File: src/rtl/parking_controller_multi.sv
// Car-park gate controller: entrance FSM with RFID authorisation against a
// programmable tag table, per-tag presence and entry time stamps, and an
// independent exit lane that reports a saturating parking fee.
module parking_controller_multi #(
    parameter int TAG_W          = 32,
    parameter int NUM_TAGS       = 4,
    parameter int CAPACITY       = 8,
    parameter int TIMER_W        = 16,
    parameter int TICKS_PER_UNIT = 100,
    parameter int FEE_PER_UNIT   = 5,
    parameter int FEE_W          = 16,
    parameter int RFID_TIMEOUT   = 16,
    parameter int BLINK_DIV      = 8,
    localparam int CNT_W         = $clog2(CAPACITY + 1),
    localparam int IDX_W         = (NUM_TAGS > 1) ? $clog2(NUM_TAGS) : 1
) (
    input  logic             clk,
    input  logic             reset_n,
    input  logic             sensor_entrance,
    input  logic             sensor_exit,
    input  logic             rfid_valid,
    input  logic [TAG_W-1:0] rfid_tag,
    input  logic             prog_we,
    input  logic [IDX_W-1:0] prog_idx,
    input  logic [TAG_W-1:0] prog_tag,
    input  logic             prog_en,
    input  logic             exit_valid,
    input  logic [TAG_W-1:0] exit_tag,
    output logic             GREEN_LED,
    output logic             RED_LED,
    output logic             gate_open,
    output logic [2:0]       indicator,
    output logic [CNT_W-1:0] countcar,
    output logic             full,
    output logic             fee_valid,
    output logic [FEE_W-1:0] fee,
    output logic             exit_err
);

    localparam int PRE_W  = (TICKS_PER_UNIT > 1) ? $clog2(TICKS_PER_UNIT) : 1;
    localparam int TO_W   = $clog2(RFID_TIMEOUT + 1);
    localparam int BL_W   = (BLINK_DIV > 1) ? $clog2(BLINK_DIV) : 1;
    localparam int PROD_W = TIMER_W + 32;

    typedef enum logic [2:0] {
        IDLE      = 3'd0,
        WAIT_RFID = 3'd1,
        DENY      = 3'd2,
        GRANT     = 3'd3,
        FULL      = 3'd4
    } state_t;

    state_t state, next_state;

    logic [PRE_W-1:0]   pre_cnt;
    logic [TIMER_W-1:0] now_unit;
    logic [TO_W-1:0]    to_cnt;
    logic [BL_W-1:0]    blink_cnt;

    logic [TAG_W-1:0]   tag_tbl [NUM_TAGS];
    logic [NUM_TAGS-1:0] tag_vld;
    logic [NUM_TAGS-1:0] present, present_nxt;
    logic [TIMER_W-1:0] entry_time [NUM_TAGS];

    logic               rfid_hit, exit_hit;
    logic [IDX_W-1:0]   rfid_idx, exit_idx;
    logic               grant_ev, exit_ev, prog_clr;
    logic [CNT_W-1:0]   count_nxt;
    logic [TIMER_W-1:0] elapsed;
    logic [PROD_W-1:0]  prod;
    logic [FEE_W-1:0]   fee_sat;
    logic               green_d, red_d, gate_d;

    // Time base: prescaler divides clk down to parking-time units.
    always_ff @(posedge clk or negedge reset_n) begin
        if (!reset_n) begin
            pre_cnt  <= '0;
            now_unit <= '0;
        end else if (pre_cnt == PRE_W'(TICKS_PER_UNIT - 1)) begin
            // NOTE: sequential state uses non-blocking assignments so every
            // flop samples pre-edge values regardless of block ordering.
            pre_cnt  <= '0;
            now_unit <= now_unit + 1'b1;
        end else begin
            pre_cnt <= pre_cnt + 1'b1;
        end
    end

    // Tag table valid bits; a write is visible to lookups the next cycle.
    always_ff @(posedge clk or negedge reset_n) begin
        if (!reset_n) tag_vld <= '0;
        else if (prog_we) tag_vld[prog_idx] <= prog_en;
    end

    // Tag table storage.
    // NOTE: no reset on the tag storage itself; entries are gated by tag_vld,
    // so their contents after reset are never observed.
    always_ff @(posedge clk) begin
        if (prog_we) tag_tbl[prog_idx] <= prog_tag;
    end

    // Table lookups for entrance and exit readers; lowest index wins.
    always_comb begin
        // NOTE: every comb output gets a default first so no latch is inferred.
        rfid_hit = 1'b0;
        rfid_idx = '0;
        exit_hit = 1'b0;
        exit_idx = '0;
        for (int i = NUM_TAGS - 1; i >= 0; i--) begin
            if (tag_vld[i] && tag_tbl[i] == rfid_tag) begin
                rfid_hit = 1'b1;
                rfid_idx = IDX_W'(i);
            end
            if (tag_vld[i] && tag_tbl[i] == exit_tag) begin
                exit_hit = 1'b1;
                exit_idx = IDX_W'(i);
            end
        end
    end

    // Entrance FSM state register plus registered lamp/gate outputs.
    always_ff @(posedge clk or negedge reset_n) begin
        if (!reset_n) begin
            state     <= IDLE;
            GREEN_LED <= 1'b1;
            RED_LED   <= 1'b0;
            gate_open <= 1'b0;
            indicator <= 3'd0;
        end else begin
            state     <= next_state;
            GREEN_LED <= green_d;
            RED_LED   <= red_d;
            gate_open <= gate_d;
            indicator <= next_state;
        end
    end

    // Entrance FSM next-state logic.
    always_comb begin
        next_state = state;
        case (state)
            IDLE: begin
                if (sensor_entrance)
                    next_state = (countcar == CNT_W'(CAPACITY)) ? FULL : WAIT_RFID;
            end
            WAIT_RFID: begin
                if (rfid_valid)
                    next_state = (rfid_hit && !present[rfid_idx]) ? GRANT : DENY;
                else if (to_cnt == TO_W'(RFID_TIMEOUT - 1))
                    next_state = DENY;
            end
            GRANT:       if (sensor_exit) next_state = IDLE;
            DENY, FULL:  if (!sensor_entrance) next_state = IDLE;
            default:     next_state = IDLE;
        endcase
    end

    // Output decode from next_state so lamps change on the same edge as the state.
    always_comb begin
        green_d = 1'b0;
        red_d   = 1'b1;
        gate_d  = 1'b0;
        case (next_state)
            IDLE:  begin green_d = 1'b1; red_d = 1'b0; end
            GRANT: begin green_d = 1'b1; red_d = 1'b0; gate_d = 1'b1; end
            DENY: begin
                if (state != DENY)
                    red_d = 1'b1;
                else if (blink_cnt == BL_W'(BLINK_DIV - 1))
                    red_d = ~RED_LED;
                else
                    red_d = RED_LED;
            end
            default: ;
        endcase
    end

    // RFID timeout and DENY blink counters; both restart on state entry.
    always_ff @(posedge clk or negedge reset_n) begin
        if (!reset_n) begin
            to_cnt    <= '0;
            blink_cnt <= '0;
        end else begin
            to_cnt <= (state == WAIT_RFID) ? to_cnt + 1'b1 : '0;
            if (state != DENY || blink_cnt == BL_W'(BLINK_DIV - 1))
                blink_cnt <= '0;
            else
                blink_cnt <= blink_cnt + 1'b1;
        end
    end

    // Occupancy events, next presence vector, next count and saturating fee.
    always_comb begin
        grant_ev = (state == WAIT_RFID) && (next_state == GRANT);
        exit_ev  = exit_valid && exit_hit && present[exit_idx];
        // A table rewrite evicts the car on that index (including one entering
        // this very cycle), unless the exit lane already removed it.
        prog_clr = prog_we
                 && (present[prog_idx] || (grant_ev && rfid_idx == prog_idx))
                 && !(exit_ev && exit_idx == prog_idx);

        present_nxt = present;
        if (grant_ev) present_nxt[rfid_idx] = 1'b1;
        if (exit_ev)  present_nxt[exit_idx] = 1'b0;
        if (prog_clr) present_nxt[prog_idx] = 1'b0;

        count_nxt = countcar + CNT_W'(grant_ev) - CNT_W'(exit_ev) - CNT_W'(prog_clr);

        elapsed = now_unit - entry_time[exit_idx];
        prod    = PROD_W'(elapsed) * PROD_W'(FEE_PER_UNIT);
        fee_sat = (prod > PROD_W'({FEE_W{1'b1}})) ? {FEE_W{1'b1}} : prod[FEE_W-1:0];
    end

    // Presence, entry time stamps, car count and exit-lane reporting.
    always_ff @(posedge clk or negedge reset_n) begin
        if (!reset_n) begin
            present   <= '0;
            for (int i = 0; i < NUM_TAGS; i++) entry_time[i] <= '0;
            countcar  <= '0;
            full      <= 1'b0;
            fee_valid <= 1'b0;
            fee       <= '0;
            exit_err  <= 1'b0;
        end else begin
            present   <= present_nxt;
            if (grant_ev) entry_time[rfid_idx] <= now_unit;
            countcar  <= count_nxt;
            full      <= (count_nxt == CNT_W'(CAPACITY));
            fee_valid <= exit_ev;
            exit_err  <= exit_valid && !exit_ev;
            if (exit_ev) fee <= fee_sat;
        end
    end

endmodule

File: config.mk
export PLATFORM = sky130hd
export DESIGN_NAME = parking_controller_multi
export DESIGN_NICKNAME = d
export VERILOG_FILES = /design/src/rtl/parking_controller_multi.sv
export SDC_FILE = /design/constraint.sdc
export NUM_CORES = 1
export LEC_CHECK = 0
export ABC_AREA = 1
export CAP_MARGIN = 20
export CORE_MARGIN = 3
export CORE_UTILIZATION = 45
export DETAILED_ROUTE_END_ITERATION = 10
export DONT_BUFFER_PORTS = 1
export PLACE_DENSITY_LB_ADDON = 0.08
export SYNTH_ARGS = -nofsm -noshare
export SYNTH_HDL_FRONTEND = slang
export SYNTH_SLANG_ARGS = --single-unit
File: constraint.sdc
create_clock -name clk -period 6.2 [get_ports clk]
set_input_delay 0.93 -clock clk [delete_from_list [all_inputs] [get_ports clk]]
set_output_delay 0.93 -clock clk [all_outputs]
set_load 0.05 [all_outputs]
# Word level (Yosys, flattened, before mapping)
# Memories as Yosys holds them, arrays and structs flattened.
# Index checks and enable logic that the tools add are counted.
[op_classes]
order_cmp = 10
mux = 57
addsub = 8
multipliers = 1
bitwise = 8
eq_ne = 23
n_reduce_logical = 30
[op_table]
columns = ["op", "count"]
rows = [
  ["$eq 32x32->1", 8],
  ["$bwmux 64", 1],
  ["$mux 16", 4],
  ["$bmux 16 s2", 1],
  ["$demux 16 s2", 1],
  ["$logic_and 1x1->1", 21],
  ["$mux 1", 21],
  ["$mux 3", 7],
  ["$gt 19x16->1 const B", 1],
  ["$mul 16x3->19 const B", 1],
  ["$add 16x1->16 const B", 1],
  ["$mux 2", 8],
  ["$sub 16x16->16", 1],
  ["$eq 3x2->1 const B", 4],
  ["$mux 4", 3],
  ["$pmux 3 s4", 1],
  ["$lt 2x3->1 const B", 3],
  ["$and 4x4->4", 2],
  ["$eq 4x4->1 const B", 2],
  ["$not 4->4", 2],
  ["$sub 4x1->4", 2],
  ["$add 7x1->7 const B", 1],
  ["$eq 7x7->1 const B", 1],
  ["$mux 7", 1],
  ["other kinds (24)", 39],
]
[word_totals]
input_bits = 106
word_cells = 157
ff_bits = 132
ramBits = 128
n_memories = 1
[memory_table]
columns = ["memory", "depth", "word_bits", "read_ports", "rd_clocked_by_memory_dff", "write_ports", "line_no", "source"]
rows = [
  ["tag_tbl", 4, 32, 4, 0, 1, "60", "logic [TAG_W-1:0] tag_tbl [NUM_TAGS];"],
]

# Logic depth before layout (Yosys ltp)
# An unclocked memory read counts as a cell.
[depth]
depth_word = 22
depth_mapped = 45
ltp_nobuf = 44

# Least setup slack after synthesis
# OpenSTA, ideal clock, no wires.
[synth_path]
path_type = "in2reg"
startpoint = "in exit_tag[20]"
endpoint = "reg fee[6]"
path_buffers = 3
t_arrival_ps = 6176
path_stages = 41
slack_ps = -89
cell_sequence = "buf_2 xnor2_1 nand2_1 nor2_1 nand2_1 nor2_1 nand3_2 o21ai_1 nand2_2 nand2_1 clkbuf_1 o22ai_1 nor2_1 ha_1 inv_1 fa_1 nand3_1 nand2_1 [... 5 more ...] xnor2_1 inv_1 ha_1 ha_1 a21oi_1 o21a_1 nand2_1 nand2_1 nand2_1 a21oi_1 o21ai_0 a21oi_1 o21bai_1 nor2_1 buf_2 nand4_1 nand2_1 inv_1"
[synth_between]
elab_chain_cells = 14
[synth_rtl]
columns = ["item", "line_no", "source"]
rows = [
  ["start: declaration", "28", "input logic [TAG_W-1:0] exit_tag,"],
  ["$eq 32x32->1", "114", "if (tag_vld[i] && tag_tbl[i] == exit_tag) begin"],
  ["$logic_and 1x1->1", "114", ""],
  ["$mux 2 (4 in a row)", "114", ""],
  ["$not 2->3 (not written as such)", "209", "elapsed = now_unit - entry_time[exit_idx];"],
  ["$bmux 16 s2", "209", ""],
  ["$mux 16 (not written as such) (2 in a row)", "209", ""],
  ["$sub 16x16->16", "209", ""],
  ["$mul 16x3->19", "210", "prod = PROD_W'(elapsed) * PROD_W'(FEE_PER_UNIT);"],
  ["$gt 19x16->1", "211", "fee_sat = (prod > PROD_W'({FEE_W{1'b1}})) ? {FEE_W{1'b1}} : prod[FEE_W-1:0];"],
  ["$mux 16", "211", ""],
  ["end signal: assignment", "231", "if (exit_ev) fee <= fee_sat;"],
  ["end: declaration", "36", "output logic [FEE_W-1:0] fee,"],
]
# Parallel ways exist; a longest one is shown, timed or not. The select of a mux whose other input is x is not followed.
# A chain may end at the register's enable or synchronous reset.

==> results.json <==
{
  "viasPerCell": 5.46,
  "start_util_pct": 45.9,
  "setup_viol": 0,
  "htree_levels": 1,
  "fin_nets": 2636,
  "cp_max_fo": 8,
  "drive_gt1_share_pct": 17.0,
  "synthCells": 2272,
  "cp.arrival_ps": 6380,
  "cap_violations": 0,
  "synth_nets": 2435,
  "p_int_uw": 5720,
  "wl_per_cell_um": 23.1,
  "total_power_uw": 9540,
  "yosys_warnings": 0,
  "cpMaxStageDelayCell": "edfxtp_1",
  "path_clk_slew_ps": 70,
  "grt_max_degree": 133,
  "setup.worst_path.end": "fee[9]",
  "drc": 0,
  "critPathRequiredTime_ps": 6660,
  "antennaDiodeCount": 0,
  "critPathCaptureType": "register",
  "synth_compound_area_share_pct": 7.21,
  "ir_drop_mv": 0.601,
  "rr_startpoint": "tag_tbl[0][6]",
  "synth-async-reset-ratio_pct": 50.8,
  "ys_seq_elements": 260,
  "synth.area.mux_share_pct": 0,
  "fin_crit_ps": 5930,
  "p_leak_uw": 0.0101,
  "synth_ff_type": "dfrtp_1",
  "critical_path.most_common_cell": "nor2_2",
  "syn_to_final_growth_pct": 19.6,
  "crit_cells": 40,
  "cts_tree": "built",
  "p_switching_uw": 3820,
  "antenna_found_initial": 0,
  "clock_power_share_pct": 18.1,
  "fmax_mhz": 169,
  "ctsRootBufferMaster": "clkbuf_16",
  "synth_area_per_cell_sq_um": 7.43,
  "cellPowerDensity_mw_per_mm2": 472,
  "relSlewSlack_pct": 42.5,
  "die_x_um": 200,
  "cp_num_buf_inv": 6,
  "crit_family": "simple AND/OR/NAND/NOR gates",
  "skew_ps": 37.8,
  "status": "completed",
  "post-dp-hpwl_um": 55900,
  "std_cell_rows": 70,
  "synthSimpleGateAreaFrac_pct": 31.9,
  "tightest_slew_ps": 856,
  "grt_overflow": 0,
  "finalHoldViolCount": 0,
  "first_pass_iters": 8,
  "pwr-share-seq_pct": 23.0,
  "cts_buffer_depth": 3,
  "drtIter0Drc": 2086,
  "ant_nets": 0,
  "crit_start": "tag_tbl[0][6]",
  "fin_area_sq_mm": 0.0202,
  "sw_frac_of_total_pct": 40.1,
  "synthAdderAreaFrac_pct": 4.36,
  "place_area_sq_mm": 0.0186,
  "clock_latency_ps": 590,
  "die_area_sq_mm": 0.0399,
  "cpPeakStageDelay_ps": 450,
  "reg2reg_setup_slack_ps": 270,
  "first_global_vias": 14852,
  "grt_usage_pct": 33.9,
  "gp_congestion": 1.07,
  "synth_top_family_by_area": "simple AND/OR/NAND/NOR gates",
  "core_sq_mm": 0.0368,
  "io_pins": 135,
  "period_share_pct": 95.6,
  "hold_path.class": "in -> async",
  "synth_cell_types": 58,
  "pwr-share-comb_pct": 59.0,
  "timing.rr.end": "fee[9]",
  "synth_xor_area_share_pct": 5.65,
  "drv_slew": 0,
  "start_kind": "register",
  "cts_made_buffers": 28,
  "wirelength_um": 68500,
  "netlist_area_sq_mm": 0.0169,
  "synth_edf_count": 128,
  "io_buffers": 0,
  "rr_worst_depth": 40,
  "critPathKind": "reg -> reg",
  "cts_sinks": 260,
  "die-height_um": 200,
  "num_vias": 16178,
  "seq_area_frac_synth_pct": 42.3,
  "grt_pass1_wl_um": 97700
}
placed cells by master (no fill, tap or decap), types with 51 or more instances in the layout:
cell      Yosys  layout
inv_1       298     296
nor2_1      263     239
dfrtp_1     131     130
nand2_1     794     774
o21ai_0      71      68
nand4_1      56      56
buf_4         4     195
edfxtp_1    128     128
o21ai_1      50      51
cell usage after synthesis, drive strengths merged (2+ instances only):
cell / count / share of area (%)
nand2: 811 / 19
inv: 331 / 7.4
nor2: 276 / 6.5
dfrtp: 131 / 19
edfxtp: 128 / 23
o21ai: 124 / 3.8
nand3: 62 / 2.2
nand4: 59 / 2.3
xnor2: 55 / 2.9
ha: 54 / 4.0
xor2: 54 / 2.8
a21oi: 49 / 1.5
buf: 22 / 1.0
nor3: 20 / 0.65
or2: 19 / 0.70
o22ai: 15 / 0.56
nand3b: 9 / 0.40
o221ai: 7 / 0.36
clkbuf: 6 / 0.16
and2: 5 / 0.19
o211ai: 5 / 0.25
o21bai: 5 / 0.22
and3: 3 / 0.11
fa: 3 / 0.36
nor4: 3 / 0.11
o21a: 3 / 0.13
a31oi: 2 / 0.074
nor3b: 2 / 0.089
sequential cells by signal, summed over array words and instances (netlist names), 3 cells and up:
signal	count
countcar	4
tag_vld	4
fee	16
to_cnt	5
pre_cnt	7
blink_cnt	3
now_unit	16
tag_tbl	128
present	4
entry_time	64
state	3
how the worst min path moves through the flow:
stage                         endpoint  slack [ps]  cells past startpoint
after floorplan           blink_cnt[0]         410                      1
final                       present[1]          60                      0
after global placement    blink_cnt[0]         420                      1
after detailed placement  blink_cnt[0]         430                      1
after global routing        present[1]          30                      0
after CTS                   present[1]           6                      0
repair_timing:
item,in CTS,in global routing
resized for setup,1,98
buffers inserted,0,20
endpoints found under the setup margin,13,16
hold buffers,0,0
pin swaps,0,30
gates cloned,0,1
layer usage:
metal  up-vias  GRT usage [%]  share of wire [%]
met5         -              0                  0
met4         0           7.93                3.0
met3        99           8.50                 12
met2       817           45.5                 38
met1      7660           53.8                 47
li1       7602              -                  -
power by group through the flow:
stage	clock, uW	sequential [uW]	combinational (uW)
after floorplan	0	2180	2790
after global placement	0	2220	4680
after detailed placement	0	2220	4710
after CTS	1760	2190	4750
after global routing	1830	2210	6230
final	1720	2190	5630
per-stage QoR:
stage | hold WS (ps) | utilization [%] | cells | TNS [ps] | setup slack (ps)
finish | 58.0 | 54.9 | 2961 | 0 | 275
global route | 31.0 | 54.9 | 2961 | -1030 | -94.2
CTS | 5.96 | 53.2 | 2940 | 0 | 11.1
detailed placement | 426 | 50.7 | 2890 | -6050 | -394
global placement | 421 | 50.7 | 2890 | -6650 | -424
floorplan | 410 | - | 2272 | 0 | 11.6
logic make-up (layout without fill, tap and decap cells):
group | Yosys count | count (layout)
xor+xnor | 109 | 109
buf+inv | 360 | 581
fa+ha+maj | 57 | 57
flops | 260 | 260
simple gates | 1270 | 1270
compound gates | 216 | 216
area by class of cell:
class / count / area, sq um
clock inverter: 20 / 244
sequential: 260 / 7150
clock buffer: 30 / 708
timing repair buffer: 199 / 1520
fill: 3578 / 16600
multi-input combinational: 1652 / 8750
tap: 468 / 586
inverter: 332 / 1250
Power figures use the tool's default switching activity.
